**config.mk**
```make
export PLATFORM = sky130hd
export DESIGN_NAME = mem_port_arbiter
export DESIGN_NICKNAME = d
export VERILOG_FILES = /design/src/rtl/mem_port_arbiter.sv
export SDC_FILE = /design/constraint.sdc
export NUM_CORES = 1
export LEC_CHECK = 0
export ABC_AREA = 0
export CAP_MARGIN = 5
export CORE_AREA = 3 3 104 106
export DETAILED_ROUTE_END_ITERATION = 16
export DIE_AREA = 0 0 107 109
export PLACE_DENSITY = 0.67
export SYNTH_ARGS = -nofsm -noshare
export SYNTH_HDL_FRONTEND = slang
export SYNTH_SLANG_ARGS = --single-unit
export TNS_END_PERCENT = 5
```
**constraint.sdc**
```tcl
create_clock -name clk -period 3.5 [get_ports clk]
set_input_delay 0.7 -clock clk [delete_from_list [all_inputs] [get_ports clk]]
set_output_delay 0.7 -clock clk [all_outputs]
set_load 0.01 [all_outputs]
```
**src/rtl/mem_port_arbiter.sv**
```systemverilog
// Shares one byte-addressed memory port between instruction fetch (I) and MEM-stage load/store (D).
// One access in flight at a time; grants and issue happen only from IDLE, responses are routed back.
module mem_port_arbiter #(
   parameter int DATA_LEN   = 32,
   parameter int STARVE_MAX = 4,
   parameter int TIMEOUT    = 16
) (
   input  logic                clk,
   input  logic                reset,
   input  logic                i_req,
   input  logic [DATA_LEN-1:0] i_addr,
   output logic                i_gnt,
   output logic                i_rvalid,
   output logic [DATA_LEN-1:0] i_rdata,
   input  logic                d_req,
   input  logic [2:0]          d_fn,
   input  logic [DATA_LEN-1:0] d_addr,
   input  logic [DATA_LEN-1:0] d_wdata,
   output logic                d_gnt,
   output logic                d_rvalid,
   output logic [DATA_LEN-1:0] d_rdata,
   output logic                m_req,
   output logic [2:0]          m_fn,
   output logic [DATA_LEN-1:0] m_addr,
   output logic [DATA_LEN-1:0] m_wdata,
   input  logic                m_rvalid,
   input  logic [DATA_LEN-1:0] m_rdata,
   output logic                err
);

   localparam logic [2:0] MEM_LW = 3'd2;
   localparam logic [2:0] MEM_SB = 3'd5;
   localparam logic [2:0] MEM_SH = 3'd6;
   localparam logic [2:0] MEM_SW = 3'd7;

   localparam logic [3:0]          STREAK_MAX = 4'(STARVE_MAX);
   localparam logic [7:0]          BUSY_LAST  = 8'(TIMEOUT - 1);
   localparam logic [DATA_LEN-1:0] ZERO_W     = {DATA_LEN{1'b0}};

   typedef enum logic [1:0] {
      ST_IDLE   = 2'd0,
      ST_BUSY_I = 2'd1,
      ST_BUSY_D = 2'd2
   } state_t;

   state_t      state_r, state_s;
   logic [3:0]  d_streak_r, d_streak_s;
   logic [7:0]  busy_cnt_r, busy_cnt_s;
   logic        d_store_r, d_store_s;
   logic        err_r, err_s;
   logic        grant_d_s, grant_i_s;

   function automatic logic is_store(input logic [2:0] fn);
      is_store = (fn == MEM_SB) || (fn == MEM_SH) || (fn == MEM_SW);
   endfunction

   // Arbitration, issue, response routing and next-state logic; all outputs forced low in reset.
   always_comb begin
      state_s    = state_r;
      d_streak_s = d_streak_r;
      busy_cnt_s = busy_cnt_r;
      d_store_s  = d_store_r;
      err_s      = err_r;
      grant_d_s  = 1'b0;
      grant_i_s  = 1'b0;
      i_gnt      = 1'b0;
      i_rvalid   = 1'b0;
      i_rdata    = ZERO_W;
      d_gnt      = 1'b0;
      d_rvalid   = 1'b0;
      d_rdata    = ZERO_W;
      m_req      = 1'b0;
      m_fn       = 3'd0;
      m_addr     = ZERO_W;
      m_wdata    = ZERO_W;
      if (reset) begin
         case (state_r)
            ST_IDLE: begin
               grant_d_s  = d_req && !(i_req && (d_streak_r == STREAK_MAX));
               grant_i_s  = i_req && !grant_d_s;
               busy_cnt_s = 8'd0;
               if (grant_d_s) begin
                  d_gnt     = 1'b1;
                  m_req     = 1'b1;
                  m_fn      = d_fn;
                  m_addr    = d_addr;
                  m_wdata   = is_store(d_fn) ? d_wdata : ZERO_W;
                  d_store_s = is_store(d_fn);
                  state_s   = ST_BUSY_D;
                  // Streak only grows while fetch is actually being held off.
                  if (i_req) begin
                     d_streak_s = (d_streak_r == STREAK_MAX) ? d_streak_r : d_streak_r + 4'd1;
                  end else begin
                     d_streak_s = 4'd0;
                  end
               end else if (grant_i_s) begin
                  i_gnt      = 1'b1;
                  m_req      = 1'b1;
                  m_fn       = MEM_LW;
                  m_addr     = i_addr;
                  d_streak_s = 4'd0;
                  state_s    = ST_BUSY_I;
               end else begin
                  state_s = ST_IDLE;
               end
            end
            ST_BUSY_I, ST_BUSY_D: begin
               if (m_rvalid) begin
                  state_s = ST_IDLE;
                  if (state_r == ST_BUSY_I) begin
                     i_rvalid = 1'b1;
                     i_rdata  = m_rdata;
                  end else begin
                     d_rvalid = 1'b1;
                     d_rdata  = d_store_r ? ZERO_W : m_rdata;
                  end
               end else if (busy_cnt_r == BUSY_LAST) begin
                  err_s   = 1'b1;
                  state_s = ST_IDLE;
               end else begin
                  busy_cnt_s = busy_cnt_r + 8'd1;
               end
            end
            default: begin
               state_s = ST_IDLE;
            end
         endcase
      end else begin
         state_s = ST_IDLE;
      end
   end

   // State registers; asserting reset abandons any in-flight access.
   always_ff @(posedge clk or negedge reset) begin
      if (!reset) begin
         state_r    <= ST_IDLE;
         d_streak_r <= 4'd0;
         busy_cnt_r <= 8'd0;
         d_store_r  <= 1'b0;
         err_r      <= 1'b0;
      end else begin
         state_r    <= state_s;
         d_streak_r <= d_streak_s;
         busy_cnt_r <= busy_cnt_s;
         d_store_r  <= d_store_s;
         err_r      <= err_s;
      end
   end

   assign err = err_r;

endmodule

```
==> results.yml <==
pwr:
  p_leak_uw: 0.00198
  total_power_uw: 844
  p_sw_share_pct: 31.8
  power_density_nw_per_um2: 161
  p_seq_share_pct: 25.3
  clkPwrFrac_pct: 19.7
  p_int_uw: 575
  ir_drop_mv: 0.114
  pwr-share-comb_pct: 55.0
  power_switching_uw: 269
final_layout:
  synthToLayoutAreaGrowth_pct: 130
  fill_cells: 902
  diodes: 0
  final_cell_mix: "272 x clkdlybuf4s50_1, 99 x and2_1, 39 x nand3_1, 39 x a21oi_1, 33 x o211ai_1"
  regArea_sq_um: 400
  multiInputGateArea_sq_um: 1700
  drive_above_1_share_pct: 4.82
  final_common_cell: "clkdlybuf4s50_1"
  fin_nets: 723
  final_cells: 714
sta:
  fin_tns_setup_ns: 0
  fin_crit_sh_pct: 95.7
  finalClockSkew_ns: 0.00245
  min_period_ns: 3.35
  worstMarginPinSlew_ns: 0.612
  drv_slew: 0
  max-slew-margin-rel_pct: 58.8
  setup_viol: 0
  rsz0062_at_grt: "false"
  hold_ws_ns: 0.483
  clock.fmax_mhz: 299
  hold_viol: 0
global_routing:
  antenna_found_initial: 0
  grt_use_total_pct: 19.4
  grt_max_degree: 36
  grt_pass1_vias: 3397
  grt_pass1_wl_um: 18100
  overflow: 0
synth:
  synth_cell_type_count: 37
  synth_area_sq_um: 2280
  async_flop_share_pct: 100
  synth_ff_type: "dfrtp_1"
  synth_area_leader_cell: "and2_1"
  synth_top_area_share_pct: 27.2
  ys_seq_area_share_pct: 17.6
  yosys_warnings: 0
  synth_edf_count: 0
  synth_seq_cells: 16
  synth_nets: 463
  synth_area_leaders: "and2_1 27%, dfrtp_1 18%, o211ai_1 11%, a21oi_1 8.6%, nand3_1 8.6%"
  syn_inst: 322
  syn_avg_cell_area_sq_um: 7.08
floorplanning:
  dieArea_sq_um: 11700
  core_sq_um: 9860
  start_util_pct: 23.1
  die_w_um: 107
  rows: 36
  die_h_um: 109
  num_io_pins: 273
worst_setup_path:
  regToRegStartpoint: "state_r[0]"
  worstSetupPathType: "input pin to output port"
  slowest_delay_ns: 0.54
  worstSetupPathDepth: 6
  required_ns: 2.80
  crit_start: "i_req"
  path_max_fanout: 32
  setup.worst_path.end: "m_wdata[18]"
  path_cells: "clkdlybuf4s50_1 > and4b_1 > nor4_4 > buf_12 > and2_1 > clkdlybuf4s50_1"
  r2r_slack_ns: 1.65
  reg2regPathDepth: 5
  worstSetupStartpointType: "input pin"
  critPathSlowestCell: "clkdlybuf4s50_1"
  r2r_end: "busy_cnt_r[4]"
  worstPathArrival_ns: 2.65
  cp_top_family: "buffers and inverters"
  end_kind: "output port"
  crit_top_cell: "clkdlybuf4s50_1"
  crit_buf_inv: 3
clock_network:
  cts.htree.levels: 1
  post_cts_buffers: 0
  cts-root-buf: "clkbuf_8"
  cts_resized: 0
  cts_buffers: 3
  ctsHoldBuffers: 0
  cts_tree: "yes"
  clock-sinks: 16
  clk_latency_ns: 0.25
  clockBufferDepth: 2
  clkTransAtPathRegs_ns: 0.06
routing:
  vias: 3450
  drt_wl_total_um: 12500
  ant_nets: 0
  via_per_inst: 4.83
  detail_route.iter0.violations: 161
  drc_errors: 0
  avgRoutedWirePerCell_um: 17.5
  firstDrtPassIters: 4
place:
  io_buffers: 272
  detailed_place_hpwl_um: 10300
  placed_cells: 710
  gp_congestion: 0.826
flow_run:
  drv_cap: 0
run_status:
  status: "finished clean"
hold_path:
  holdCritPathClass: "flop to flop"
[area by class of cell]
class / count / area share (%)
multi-input cells: 265 / 32.4
clock buffers: 4 / 1.05
flip-flops and latches: 16 / 7.64
repair buffers: 287 / 55.1
well taps: 133 / 3.18
inverters: 9 / 0.645
[metal layers]
metal  vias up  global-route usage, %  share of wire [%]
li1       1669                      -                  -
met1      1577                   22.4                 39
met2       189                   35.3                 51
met3        15                   6.16                9.0
met4         0                   4.29                1.4
met5         -                      0                  0
[how the worst min path moves through the flow]
| stage | start | to | slack, ns | cells after the start |
|---|---|---|---|---|
| 2_1_floorplan | reset | busy_cnt_r[0] | 0.40 | 0 |
| 3_3_place_gp | err | err | 0.45 | 1 |
| 3_5_place_dp | err | err | 0.48 | 1 |
| 4_1_cts | err | err | 0.49 | 1 |
| 5_1_grt | err | err | 0.51 | 1 |
| 6_report | err | err | 0.48 | 1 |
[sequential cells by signal, summed over array words and instances, names as in the netlist]
name / flops
d_store_r: 1
err: 1
d_streak_r: 4
busy_cnt_r: 8
state_r: 2
[stage by stage]
stage | cell area [sq um] | setup slack (ns) | util (%)
6_report | 5240 | 0.150 | 53.1
5_1_grt | 5240 | 0.0410 | 53.1
4_1_cts | 5240 | 0.138 | 53.1
3_5_place_dp | 5180 | 0.151 | 52.5
3_3_place_gp | 5180 | 0.188 | 52.5
2_1_floorplan | 2280 | 1.04 | -
[cells in the mapped netlist (3+ instances only)]
cell type,count
mux2_2,3
and2_1,99
nand3_1,39
a32o_1,3
ha_1,5
buf_6,4
buf_2,3
or4_1,3
dfrtp_1,16
clkbuf_1,24
o211ai_1,33
nand4_1,3
nor2_1,5
inv_1,8
nand2_1,5
a21oi_1,39
o21ai_0,4
mux2i_1,3
[logic make-up after synthesis]
kind of cell    share of synthesized area, %
compound gates                          24.8
simple gates                            43.8
fa+ha+maj                               2.74
mux                                     2.80
buf+inv                                 8.23
flops                                   17.6
[power groups by stage]
stage / Combinational (uW) / Clock [uW] / Sequential, uW
2_1_floorplan: 170 / 0 / 211
5_1_grt: 501 / 179 / 215
3_5_place_dp: 464 / 0 / 217
6_report: 464 / 166 / 214
3_3_place_gp: 459 / 0 / 216
4_1_cts: 467 / 175 / 213
Note: power is estimated with default switching activity, not from simulation.
